File: src/rtl/counter_timer_pkg.sv
// Shared types, defaults and helpers for the counter/timer arbiter.
package counter_timer_pkg;

    localparam int DEF_NREQ   = 4;
    localparam int DEF_CW     = 8;
    // Flattened length bus width seen by the slice helper (8 requesters x 32 bits max).
    localparam int LEN_FLAT_W = 256;

    typedef enum logic [1:0] {
        ST_IDLE = 2'd0,
        ST_RUN  = 2'd1,
        ST_DONE = 2'd2
    } state_e;

    // Extract requester idx's cw-bit length from the flattened length bus.
    function automatic logic [31:0] len_slice(input logic [LEN_FLAT_W-1:0] flat,
                                              input int unsigned idx,
                                              input int unsigned cw);
        logic [LEN_FLAT_W-1:0] sh;
        logic [63:0]           mask;
        sh   = flat >> (idx * cw);
        mask = (64'd1 << cw) - 64'd1;
        return sh[31:0] & mask[31:0];
    endfunction

endpackage

File: src/rtl/counter_timer_arbiter_rr_arbiter.sv
// Combinational round-robin picker: first set request at or above the pointer, wrapping.
module rr_arbiter
    import counter_timer_pkg::*;
#(
    parameter int NREQ = DEF_NREQ,
    parameter int IW   = 2
) (
    input  logic [NREQ-1:0] req_i,
    input  logic [IW-1:0]   ptr_i,
    output logic [NREQ-1:0] pick_oh_o,
    output logic [IW-1:0]   pick_idx_o,
    output logic            pick_vld_o
);

    localparam logic [NREQ-1:0] ONE_OH = {{(NREQ-1){1'b0}}, 1'b1};

    logic [IW-1:0] cand_s;

    // Scan NREQ candidates starting at the pointer and keep the first requesting one.
    always_comb begin
        pick_oh_o  = '0;
        pick_idx_o = '0;
        pick_vld_o = 1'b0;
        cand_s     = '0;
        for (int k = 0; k < NREQ; k++) begin
            cand_s = IW'((int'(ptr_i) + k) % NREQ);
            if (!pick_vld_o && req_i[cand_s]) begin
                pick_vld_o = 1'b1;
                pick_idx_o = cand_s;
            end else begin
                pick_vld_o = pick_vld_o;
            end
        end
        if (pick_vld_o) begin
            pick_oh_o = ONE_OH << pick_idx_o;
        end else begin
            pick_oh_o = '0;
        end
    end

endmodule

File: src/rtl/counter_timer_arbiter.sv
// Shares one external up_counter between NREQ requesters, granting timed intervals round-robin.
module counter_timer_arbiter
    import counter_timer_pkg::*;
#(
    parameter int NREQ = DEF_NREQ,
    parameter int CW   = DEF_CW
) (
    input  logic               clk,
    input  logic               rst,
    input  logic [NREQ-1:0]    req,
    input  logic [NREQ*CW-1:0] len,
    output logic [NREQ-1:0]    gnt,
    output logic [NREQ-1:0]    done,
    output logic               busy,
    output logic               cnt_en,
    output logic               cnt_rst,
    input  logic [CW-1:0]      cnt_val
);

    localparam int            IW      = (NREQ > 1) ? $clog2(NREQ) : 1;
    localparam logic [IW-1:0] IDX_ONE = IW'(1);
    localparam logic [IW-1:0] IDX_MAX = IW'(NREQ - 1);

    state_e            state_q, state_d;
    logic [IW-1:0]     idx_q, idx_d;
    logic [IW-1:0]     ptr_q, ptr_d;
    logic [CW-1:0]     len_lat_q, len_lat_d;
    logic [NREQ-1:0]   gnt_q, gnt_d;
    logic [NREQ-1:0]   done_q, done_d;

    logic [NREQ-1:0]   pick_oh_s;
    logic [IW-1:0]     pick_idx_s;
    logic              pick_vld_s;
    logic [IW-1:0]     idx_next_s;
    logic [LEN_FLAT_W-1:0] len_flat_s;

    rr_arbiter #(
        .NREQ (NREQ),
        .IW   (IW)
    ) u_rr (
        .req_i      (req),
        .ptr_i      (ptr_q),
        .pick_oh_o  (pick_oh_s),
        .pick_idx_o (pick_idx_s),
        .pick_vld_o (pick_vld_s)
    );

    assign len_flat_s = LEN_FLAT_W'(len);
    assign idx_next_s = (idx_q == IDX_MAX) ? '0 : (idx_q + IDX_ONE);

    // Counter control and status are decoded only from registered state so they cannot glitch on req.
    assign gnt     = gnt_q;
    assign done    = done_q;
    assign busy    = (state_q != ST_IDLE);
    assign cnt_rst = (state_q != ST_RUN);
    assign cnt_en  = (state_q == ST_RUN) && (cnt_val != len_lat_q);

    // Next-state logic: grant in IDLE, watch for abort or match in RUN, single done cycle in DONE.
    always_comb begin
        state_d   = state_q;
        idx_d     = idx_q;
        ptr_d     = ptr_q;
        len_lat_d = len_lat_q;
        gnt_d     = gnt_q;
        done_d    = '0;
        case (state_q)
            ST_IDLE: begin
                if (pick_vld_s) begin
                    state_d   = ST_RUN;
                    idx_d     = pick_idx_s;
                    len_lat_d = CW'(len_slice(len_flat_s, 32'(pick_idx_s), 32'(CW)));
                    gnt_d     = pick_oh_s;
                end else begin
                    gnt_d     = '0;
                end
            end
            ST_RUN: begin
                // Abort wins over a simultaneous match: the requester has gone away.
                if (!req[idx_q]) begin
                    state_d = ST_IDLE;
                    gnt_d   = '0;
                    ptr_d   = idx_next_s;
                end else if (cnt_val == len_lat_q) begin
                    state_d = ST_DONE;
                    gnt_d   = '0;
                    done_d  = gnt_q;
                end else begin
                    state_d = ST_RUN;
                end
            end
            ST_DONE: begin
                state_d = ST_IDLE;
                gnt_d   = '0;
                ptr_d   = idx_next_s;
            end
            default: begin
                state_d = ST_IDLE;
                gnt_d   = '0;
            end
        endcase
    end

    // State and latch registers with asynchronous reset to an idle, cleared-counter condition.
    always_ff @(posedge clk or posedge rst) begin
        if (rst) begin
            state_q   <= ST_IDLE;
            idx_q     <= '0;
            ptr_q     <= '0;
            len_lat_q <= '0;
            gnt_q     <= '0;
            done_q    <= '0;
        end else begin
            state_q   <= state_d;
            idx_q     <= idx_d;
            ptr_q     <= ptr_d;
            len_lat_q <= len_lat_d;
            gnt_q     <= gnt_d;
            done_q    <= done_d;
        end
    end

endmodule

File: config.mk
export PLATFORM = sky130hd
export DESIGN_NAME = counter_timer_arbiter
export DESIGN_NICKNAME = d
export VERILOG_FILES = /design/src/rtl/counter_timer_pkg.sv /design/src/rtl/counter_timer_arbiter_rr_arbiter.sv /design/src/rtl/counter_timer_arbiter.sv
export SDC_FILE = /design/constraint.sdc
export NUM_CORES = 1
export LEC_CHECK = 0
export BUFFER_PORTS_ARGS = -buffer_cell sky130_fd_sc_hd__buf_2
export CAP_MARGIN = 15
export CORE_AREA = 2 2 56 58
export DETAILED_ROUTE_END_ITERATION = 6
export DIE_AREA = 0 0 58 60
export HOLD_SLACK_MARGIN = 0.02
export PLACE_DENSITY = 0.81
export SLEW_MARGIN = 20
export SYNTH_ARGS = -nofsm -noshare
export SYNTH_HDL_FRONTEND = slang
export SYNTH_HIERARCHICAL = 1
export SYNTH_SLANG_ARGS = --single-unit
export TNS_END_PERCENT = 100
File: constraint.sdc
create_clock -name clk -period 3.1 [get_ports clk]
set_input_delay 0.31 -clock clk [delete_from_list [all_inputs] [get_ports clk]]
set_output_delay 0.31 -clock clk [all_outputs]
set_load 0.02 [all_outputs]
; Yosys cells after proc, flatten, opt, wreduce, memory -nomap -nowiden
; Cells that the tools add are included.
[totals]
elab_cells = 70
romBits = 0
n_memories = 0
latchBits = 0
ram_bits = 0
ff_bits = 22
[classes]
n_eq_ne = 9
multipliers = 0
n_mux = 32
reduce_logical = 12
bitwise_logic = 0
shift = 2
div = 0
order_cmp = 5
n_addsub = 4
[op_table]
columns = cell, count
row1 = right shift 32 x 5 -> 8 bit, 1
row2 = 2-to-1 mux 4 bit, 6
row3 = 2-to-1 mux 2 bit, 9
row4 = "< comparator 2 x 3 -> 1 bit, second input constant", 5
row5 = binary-select mux 1 bit (select 2 bit), 5
row6 = 2-to-1 mux 1 bit, 9
row7 = == test 8 bit, 1
row8 = != test 8 bit, 1
row9 = case mux 2 bit (2 select lines), 2
row10 = case mux 4 bit (2 select lines), 1
row11 = "adder 2 x 1 -> 2 bit, second input constant", 2
row12 = "adder 2 bit, second input constant", 2
row13 = "== test 2 bit, second input constant", 2
row14 = logical AND 1 bit, 4
row15 = "!= test 2 bit, second input constant", 2
row16 = AND reduction 2 bit, 2
row17 = nonzero test 2 bit, 2
row18 = "<< shifter 1 x 2 -> 4 bit, first input constant", 1
row19 = logical NOT 1 bit, 3
row20 = "!= test 3 x 2 -> 1 bit, second input constant", 1
row21 = "== test 2 x 1 -> 1 bit, second input constant", 1
row22 = logical NOT 2 bit, 1
row23 = "!= test 2 x 1 -> 1 bit, second input constant", 1

; Logic depth before layout (Yosys ltp)
; Gate-level depths: netlist of run 1.
[depth]
depth_word = 15
depth_mapped = 7
ltp_nobuf = 5

; Cells and area by module
; The synthesis of run 1 kept the hierarchy.
[by_module_without_submodules]
columns = module, seq_area_each_um2, n_inst, cells_each, area_per_inst_um2
row1 = counter_timer_arbiter, 550.5, 1, 87, 1219.9
row2 = rr_arbiter, 0.0, 1, 32, 182.7

; Least setup slack after synthesis of run 1
; OpenSTA, ideal clock, no wires.
[synth_timing]
path_kind = register to register
startpoint = register ptr_q[0]
endpoint = register len_lat_q[0]
slack_ns = 1.128
stages_incl_launch_ff = 7
arrival_time_ns = 1.848
path_buffers = 1
required_time_ns = 2.975
cell_sequence = dfrtp_1 > nand2b_2 > a21oi_1 > a211oi_2 > buf_2 > mux4_2 > mux2_2
[synth_between]
elab_chain_len = 13
[synth_lines]
columns = element, line
row1 = "start, declared", counter_timer_arbiter.sv:26  ; logic [IW-1:0] ptr_q, ptr_d;
row2 = "start signal, assigned", counter_timer_arbiter.sv:115  ; ptr_q <= ptr_d;
row3 = branches (longest 11 deep; another with adder 2 x 1 -> 2 bit), -
row4 = 2-to-1 mux 2 bit (*), counter_timer_arbiter_rr_arbiter.sv:27  ; if (!pick_vld_o && req_i[cand_s]) begin
row5 = named net pick_idx_s[0], counter_timer_arbiter.sv:32  ; logic [IW-1:0] pick_idx_s;
row6 = right shift 32 x 5 -> 8 bit (*), counter_timer_pkg.sv:21  ; sh = flat >> (idx * cw);
row7 = "end signal, assigned", counter_timer_arbiter.sv:116  ; len_lat_q <= len_lat_d;
row8 = "end, declared", counter_timer_arbiter.sv:27  ; logic [CW-1:0] len_lat_q, len_lat_d;
; Mark *: on every way through the listed nets, which the timed path passes. The select of a mux whose other input is x is not followed.
; A chain may end at the register's enable or synchronous reset.

; Worst setup path after layout of run 1
[layout_timing]
startpoint = register ptr_q[0]
endpoint = register len_lat_q[1]
; The elaborated chain is that of the path after synthesis.

==> flow_summary.yaml, run 1 <==
setup_path:
  critical_path.startpoint_type: "flip-flop"
  reg2reg_depth: 6
  cp_data_arrival_time_ns: 2.31
  crit_required_ns: 3.31
  crit_fanout: 9
  cp-end-kind: "flip-flop"
  critical_path_class: "reg2reg"
  rrSetupSlack_ns: 0.99
drt:
  vias: 1192
  vias_per_cell: 5.70
  ant_nets: 0
  wirelength_um: 3190
  wire_per_inst_um: 15.3
  first_pass_iters: 4
  drtIter0Drc: 22
  drc: 0
die:
  initial_core_util_pct: 48.3
  coreArea_um2: 2900
  dieArea_um2: 3480
  die_h_um: 60
  num_io_pins: 57
  fp-row-count: 20
  die_w_um: 58
final_layout:
  final_cell_mix: "buf_2 (56), dfrtp_1 (22), mux2_2 (10)"
  drive_gt1_share_pct: 51.7
  layout_commonest_cell: "buf_2"
  antennaDiodeCount: 0
  fin_area_um2: 1760
  finalNetCount: 224
  syn2layout_area_growth_pct: 25.7
logic_synthesis:
  synthesis.nets: 166
  synth.avg_cell_area_um2: 11.8
  ys_ff_latch: 22
  synth_cell_type_count: 38
  yosys_warnings: 6
  yosysSeqAreaShare_pct: 39.3
  synthCells: 119
  netlist_area_um2: 1400
clock_tree:
  cts_tree: "yes"
  postCtsSetupRepairBufs: 0
  clock-root-buffer: "clkbuf_4"
  cts_resized: 0
  cts_num_sinks: 22
  clock_latency_ns: 0.31
  cts_inserted_buffers: 3
  cts_buffer_depth: 2
  htreeDepth: 1
  clkTransAtPathRegs_ns: 0.13
  holdBufCountCts: 0
timing:
  max_freq_mhz: 475
  fin_tns_setup_ns: 0
  setup_viol: 0
  holdWs_ns: 0.147
  relSlewSlack_pct: 43.4
  setup_slack_ns: 0.993
  drv_slew: 0
  fin_crit_sh_pct: 68.0
  rsz0062_at_grt: "no"
  clock_skew_ns: 0.00603
  post-route-min-period_ns: 2.11
  worst_pin_slew_ns: 0.848
  finalHoldViolations: 0
global_routing:
  busiest_layer: "met2"
  grt_usage_pct: 20.2
  grt_pass1_wl_um: 5260
  antenna_found_initial: 0
  met1_usage_pct: 22.4
  use_met3_pct: 3.68
  grt_max_degree: 23
  grt-ovfl-total: 0
  grt_pass1_vias: 1250
  met2_usage_pct: 38.6
power_and_ir_drop:
  power_density_nw_per_um2: 854
  power.leakage_nw: 0.858
  vdd_ir_drop_max_uv: 543
run_status:
  status: "finished, final reports clean"
hold_path:
  hp-class: "in2async"
place:
  post-place-ws_ns: 0.993
  io_buffers: 56
  place_area_um2: 1710
  gp_congestion: 0.840
  dp_hpwl_um: 2500
job:
  cap_violations: 0
-- cells by family (layout without fill, tap and decap cells) --
| logic type | Yosys count | after routing | share of synthesized area (%) |
|---|---|---|---|
| and+or+nand+nor | 30 | 30 | 12.8 |
| xor gates and xnor gates | 8 | 8 | 5.00 |
| AOI/OAI and AO/OA | 23 | 23 | 12.4 |
| muxes | 23 | 23 | 25.7 |
| adders and majority gates | 1 | 1 | 0.892 |
| buffers and inverters | 12 | 69 | 3.92 |
| DFF | 22 | 22 | 39.3 |
-- sequential cells by signal, indices dropped and copies added (netlist names) --
| signal | cells |
|---|---|
| idx_q | 2 |
| state_q | 2 |
| done | 4 |
| ptr_q | 2 |
| len_lat_q | 8 |
| gnt | 4 |
-- cell type report --
class	instances	area, um2
clock buffers	3	22.5
repair buffers	58	295
multi-input cells	85	797
flip-flops and latches	22	551
fillers	232	1140
well taps	33	41.3
inverters	7	26.3
clock inverters	1	30.0
-- through the flow --
stage	power, mW	util, %	std cells
after floorplan	1.11	-	119
final	1.50	60.7	209
after detailed placement	1.29	58.9	205
after CTS	1.52	60.7	209
after global routing	1.61	60.7	209
after global placement	1.25	58.9	205
-- worst max-delay path, cell delays in order (launching register included) --
cell and delay [ns]:
dfrtp_1 0.48, nand2b_1 0.17, o21ai_1 0.10, a211oi_2 0.21
buf_4 0.23, mux4_2 0.52, mux2_2 0.29
-- report_power, final --
group	switching [mW]	leakage, nW	internal, mW
registers	0.125	0.275	0.397
logic	0.350	0.555	0.413
clock network	0.0892	0.0279	0.131
-- metal layers --
metal	vias up	part of all wire (%)
met4	0	0.78
met2	67	52
met5	-	0
li1	556	-
met1	567	39
met3	2	8.2
-- synthesized netlist by cell type (all sizes together) --
master | n | area share (%)
nand2 | 2 | 0.54
a311oi | 1 | 0.62
a21oi | 7 | 2.8
mux2i | 3 | 2.1
nor2b | 1 | 0.45
dfrtp | 22 | 39
xnor2 | 8 | 5.0
buf | 5 | 2.1
and3 | 4 | 1.8
nand2b | 4 | 2.5
o31ai | 1 | 0.89
ha | 1 | 0.89
nor2 | 9 | 2.9
o211a | 1 | 0.71
nand4 | 2 | 0.89
or3b | 1 | 0.62
o21ai | 4 | 1.4
a32o | 4 | 2.9
or2 | 2 | 0.89
a22oi | 1 | 0.54
and2 | 1 | 0.45
mux2 | 11 | 9.1
a211oi | 2 | 1.4
a21o | 1 | 0.54
nor3 | 4 | 1.8
mux4 | 9 | 14
inv | 7 | 1.9
a221oi | 1 | 0.62
-- path summary, 6_finish.rpt --
path                                                from                        to
worst max-delay path                ptr_q[0]$_DFFE_PP0P_  len_lat_q[1]$_DFFE_PP0P_
worst min-delay path                                 rst  len_lat_q[0]$_DFFE_PP0P_
worst max register to register      ptr_q[0]$_DFFE_PP0P_  len_lat_q[1]$_DFFE_PP0P_
worst min register to register  len_lat_q[5]$_DFFE_PP0P_  len_lat_q[5]$_DFFE_PP0P_
max in group asynchronous                            rst    state_q[1]$_DFFE_PP0P_
min in group clk                                 len[19]  len_lat_q[3]$_DFFE_PP0P_
No activity file was read; power rests on OpenSTA's default activity.
==> run 2, diff against run 1 <==
Settings changed: CORE_AREA 2 2 56 58 to 2 2 58 60, DIE_AREA 0 0 58 60 to 0 0 60 62, PLACE_DENSITY 0.81 to 0.76.
Clock period 3.1 ns to 2 ns, I/O delays scaled along.
==> flow_summary.yaml, run 2 (synthesis gave the netlist of run 1 again) <==
timing:
  fin_crit_sh_pct: 101
  post-route-min-period_ns: 2.02
  finalHoldViolations: 0
  worst_pin_slew_ns: 0.800
  setup_slack_ns: -0.0189
  max_freq_mhz: 495
  drv_slew: 0
  rsz0062_at_grt: "yes"
  relSlewSlack_pct: 46.6
  holdWs_ns: 0.0237
  setup_viol: 4
  fin_tns_setup_ns: -0.0489
  clock_skew_ns: 0.0102
die:
  die_w_um: 60
  die_h_um: 62
  dieArea_um2: 3720
  fp-row-count: 21
  initial_core_util_pct: 44.1
  num_io_pins: 57
  coreArea_um2: 3180
place:
  gp_congestion: 0.840
  place_area_um2: 1800
  dp_hpwl_um: 2610
  post-place-cells: 226
  io_buffers: 56
power_and_ir_drop:
  combPwrFrac_pct: 58.8
  power.total_mw: 2.46
  p_int_mw: 1.54
  power.leakage_nw: 0.936
  clkPwrFrac_pct: 9.8
  switching_share_pct: 37.4
  power.switching_uw: 920
  power_density_nw_per_um2: 1290
  pwr-share-seq_pct: 31.4
  vdd_ir_drop_max_uv: 683
global_routing:
  grt_pass1_vias: 1183
  antenna_found_initial: 0
  grt-ovfl-total: 0
  grt_usage_pct: 18.0
  grt_pass1_wl_um: 5040
  grt_max_degree: 23
setup_path:
  crit_fanout: 4
  reg2reg_depth: 7
  crit_required_ns: 2.20
  critical_path.startpoint_type: "flip-flop"
  r2r_end: "len_lat_q[3]$_DFFE_PP0P_"
  startpoint: "ptr_q[0]$_DFFE_PP0P_"
  reg2reg_from: "ptr_q[0]$_DFFE_PP0P_"
  cp-end-kind: "flip-flop"
  cp_data_arrival_time_ns: 2.21
  critical_path_class: "reg2reg"
  endpoint: "len_lat_q[3]$_DFFE_PP0P_"
  rrSetupSlack_ns: -0.02
clock_tree:
  clock_latency_ns: 0.30
  htreeDepth: 1
  cts_inserted_buffers: 3
  cts_buffer_depth: 2
  clkTransAtPathRegs_ns: 0.12
  cts_tree: "yes"
  cts_num_sinks: 22
  clock-root-buffer: "clkbuf_4"
final_layout:
  syn2layout_area_growth_pct: 36.1
  final_cell_mix: "buf_2 (57), dfrtp_1 (22), buf_4 (12)"
  largest-register: "len_lat_q"
  n_fill_cell: 260
  finalNonFillerCells: 235
  finalNetCount: 237
  layout_commonest_cell: "buf_2"
  drive_gt1_share_pct: 57.1
  antennaDiodeCount: 0
  largest_reg_flops: 8
  fin_area_um2: 1910
drt:
  drc: 0
  wl_met2_um: 1860
  vias_per_cell: 5.46
  vias: 1283
  first_pass_iters: 4
  ant_nets: 0
  wire_per_inst_um: 14.5
  wl_met3_um: 241
  dr.max_layer_used: "met4"
  met1_length_um: 1290
  wirelength_um: 3400
  drtIter0Drc: 77
job:
  cap_violations: 0
hold_path:
  hp-class: "in2async"
run_status:
  status: "finished with violations"
  violations: "setup timing"
-- run 2: worst max-delay path: stages (launching register included) --
cell and delay (ns):
dfrtp_1 0.42, nand2b_4 0.16, o21ai_2 0.05, a211oi_2 0.22
buf_4 0.17, clkbuf_16 0.14, mux4_2 0.48, mux2_2 0.27
-- run 2: power groups by stage --
stage          clock network, mW  logic, mW  registers (mW)
4_1_cts                    0.246       1.33           0.772
5_1_grt                    0.264       1.56           0.800
6_report                   0.241       1.45           0.773
2_1_floorplan                  0      0.935           0.788
3_5_place_dp                   0       1.33           0.782
3_3_place_gp                   0       1.27           0.771
-- run 2: final cells by class --
cell class | count | area [um2] | area share (%)
flip-flops and latches | 22 | 551 | 28.8
multi-input cells | 85 | 818 | 42.9
repair buffers | 71 | 420 | 22.0
clock buffers | 4 | 36.3 | 1.90
inverters | 7 | 26.3 | 1.38
well taps | 46 | 57.6 | 3.01
-- run 2: stage by stage --
stage          worst slack, ns  util [%]
3_5_place_dp            0.0209      56.6
4_1_cts                 0.0263      57.7
2_1_floorplan           0.0278         -
5_1_grt                -0.0711      60.1
3_3_place_gp             0.110      56.6
6_report               -0.0189      60.1
-- run 2: timing repair --
item | in CTS | in global routing
cloned | 0 | 2
pin swaps | 1 | 1
setup endpoints to repair | 5 | 9
hold buffers | 0 | 0
endpoints found under the hold margin | 0 | 0
setup buffers | 0 | 3
gates resized for setup | 0 | 6
-- run 2: how the worst min path moves through the flow --
stage                               end  slack, ns  cells after the start
2_1_floorplan         done[0]$_DFF_PP0_       0.19                      1
3_3_place_gp   len_lat_q[0]$_DFFE_PP0P_       0.38                      2
3_5_place_dp   len_lat_q[0]$_DFFE_PP0P_       0.39                      2
4_1_cts        len_lat_q[2]$_DFFE_PP0P_       0.05                      2
5_1_grt        len_lat_q[0]$_DFFE_PP0P_       0.09                      2
6_report       len_lat_q[2]$_DFFE_PP0P_       0.02                      2
-- run 2: routing by layer --
layer / vias up / global-route usage, %
li1: 591 / -
met1: 623 / 22.7
met2: 67 / 33.1
met3: 2 / 2.90
met4: 0 / 3.17
met5: - / 0
==> run 3, diff against run 2 <==
Settings changed: GPL_ROUTABILITY_DRIVEN set to 0, SETUP_SLACK_MARGIN set to 0.3.
==> flow_summary.yaml, run 3 (synthesis gave the netlist of run 1 again) <==
run_status:
  status: "finished, final reports clean"
drt:
  wire_per_inst_um: 14.8
  drc: 0
  wirelength_um: 3470
  vias: 1245
  vias_per_cell: 5.32
  first_pass_iters: 4
  drtIter0Drc: 38
  ant_nets: 0
job:
  cap_violations: 0
setup_path:
  critical_path_class: "reg2reg"
  cp-end-kind: "flip-flop"
  reg2reg_from: "ptr_q[0]$_DFFE_PP0P_"
  rrSetupSlack_ns: 0.009
  reg2reg_depth: 7
  crit_required_ns: 2.20
  cp_data_arrival_time_ns: 2.19
  crit_fanout: 4
  r2r_end: "len_lat_q[7]$_DFFE_PP0P_"
  critical_path.startpoint_type: "flip-flop"
global_routing:
  grt-ovfl-total: 0
  antenna_found_initial: 0
  grt_max_degree: 23
  grt_pass1_wl_um: 5240
  grt_usage_pct: 19.5
  grt_pass1_vias: 1180
clock_tree:
  clock-root-buffer: "clkbuf_4"
  cts_tree: "yes"
  clock_latency_ns: 0.31
  cts_inserted_buffers: 3
  cts_num_sinks: 22
  htreeDepth: 1
  clkTransAtPathRegs_ns: 0.12
  cts_buffer_depth: 2
place:
  io_buffers: 56
  dp_hpwl_um: 2560
final_layout:
  largest_reg_flops: 8
  final_cell_mix: "buf_2 (55), dfrtp_1 (21), buf_4 (14)"
  syn2layout_area_growth_pct: 39.0
  drive_gt1_share_pct: 57.4
  final_core_util_pct: 61.3
  antennaDiodeCount: 0
  n_fill_cell: 261
  finalNetCount: 237
  largest-register: "len_lat_q"
  layout_commonest_cell: "buf_2"
die:
  coreArea_um2: 3180
  dieArea_um2: 3720
  fp-row-count: 21
  die_h_um: 62
  initial_core_util_pct: 44.1
  die_w_um: 60
  num_io_pins: 57
timing:
  setup_viol: 0
  clock_skew_ns: 0.00579
  max_freq_mhz: 502
  worst_pin_slew_ns: 0.835
  drv_slew: 0
  relSlewSlack_pct: 44.3
  finalHoldViolations: 0
  rsz0062_at_grt: "yes"
  post-route-min-period_ns: 1.99
  fin_crit_sh_pct: 99.5
power_and_ir_drop:
  power.total_mw: 2.57
  vdd_ir_drop_max_uv: 646
  power.leakage_nw: 0.965
  power_density_nw_per_um2: 1320
hold_path:
  hp-class: "in2async"
## run 3: routing by layer
metal	track usage, %	up-vias	wire length (um)
li1	-	586	-
met1	24.4	581	1440
met2	34.6	72	1690
met3	2.90	6	292
met4	6.67	0	48
met5	0	-	0
## run 3: final cells by class
type	count	area [um2]	area share, %
Timing Repair Buffer	71	425	21.8
Inverter	7	26.3	1.35
Clock buffer	3	22.5	1.16
Tap cell	46	57.6	2.95
Sequential cell	22	552	28.3
Multi-Input combinational cell	85	866	44.4
## run 3: metrics by stage
| stage | hold slack (ns) | cell area [um2] | setup slack [ns] | instances | setup TNS, ns |
|---|---|---|---|---|---|
| 3_3_place_gp | 0.383 | 1800 | 0.132 | 224 | 0 |
| 6_report | 0.0384 | 1950 | 0.00945 | 234 | 0 |
| 2_1_floorplan | 0.189 | 1430 | 0.121 | 119 | 0 |
| 3_5_place_dp | 0.406 | 1800 | 0.0603 | 224 | 0 |
| 5_1_grt | 0.0999 | 1950 | -0.0398 | 234 | -0.207 |
| 4_1_cts | 0.0755 | 1840 | 0.0399 | 228 | 0 |
## run 3: worst max-delay path by stage
stage / from / end / slack (ns) / cells after the start
after floorplan: ptr_q[0]$_DFFE_PP0P_ / len_lat_q[0]$_DFFE_PP0P_ / 0.12 / 6
after global placement: ptr_q[0]$_DFFE_PP0P_ / len_lat_q[3]$_DFFE_PP0P_ / 0.13 / 6
after detailed placement: ptr_q[0]$_DFFE_PP0P_ / len_lat_q[5]$_DFFE_PP0P_ / 0.06 / 6
after CTS: ptr_q[0]$_DFFE_PP0P_ / len_lat_q[2]$_DFFE_PP0P_ / 0.04 / 6
after global routing: ptr_q[0]$_DFFE_PP0P_ / len_lat_q[5]$_DFFE_PP0P_ / -0.04 / 7
final: ptr_q[0]$_DFFE_PP0P_ / len_lat_q[7]$_DFFE_PP0P_ / 0.009 / 7
## run 3: where the power goes
part,switching [mW],internal [mW],leakage [nW]
registers,0.173,0.616,0.274
logic,0.672,0.908,0.678
clock network,0.129,0.0704,0.0138
## run 3: critical path, stage by stage (launching register included)
cell	delay, ns
dfrtp_1	0.41
nand2b_4	0.15
o21ai_2	0.06
a211oi_2	0.20
buf_4	0.16
clkbuf_16	0.14
mux4_2	0.48
mux2_2	0.27
## run 3: timing repair
action | 4_1_cts | 5_1_grt
gates resized for setup | 2 | 13
endpoints found under the setup margin | 10 | 16
cloned | 0 | 1
setup buffers | 1 | 5
pin swaps | 1 | 8
hold buffers | 0 | 0
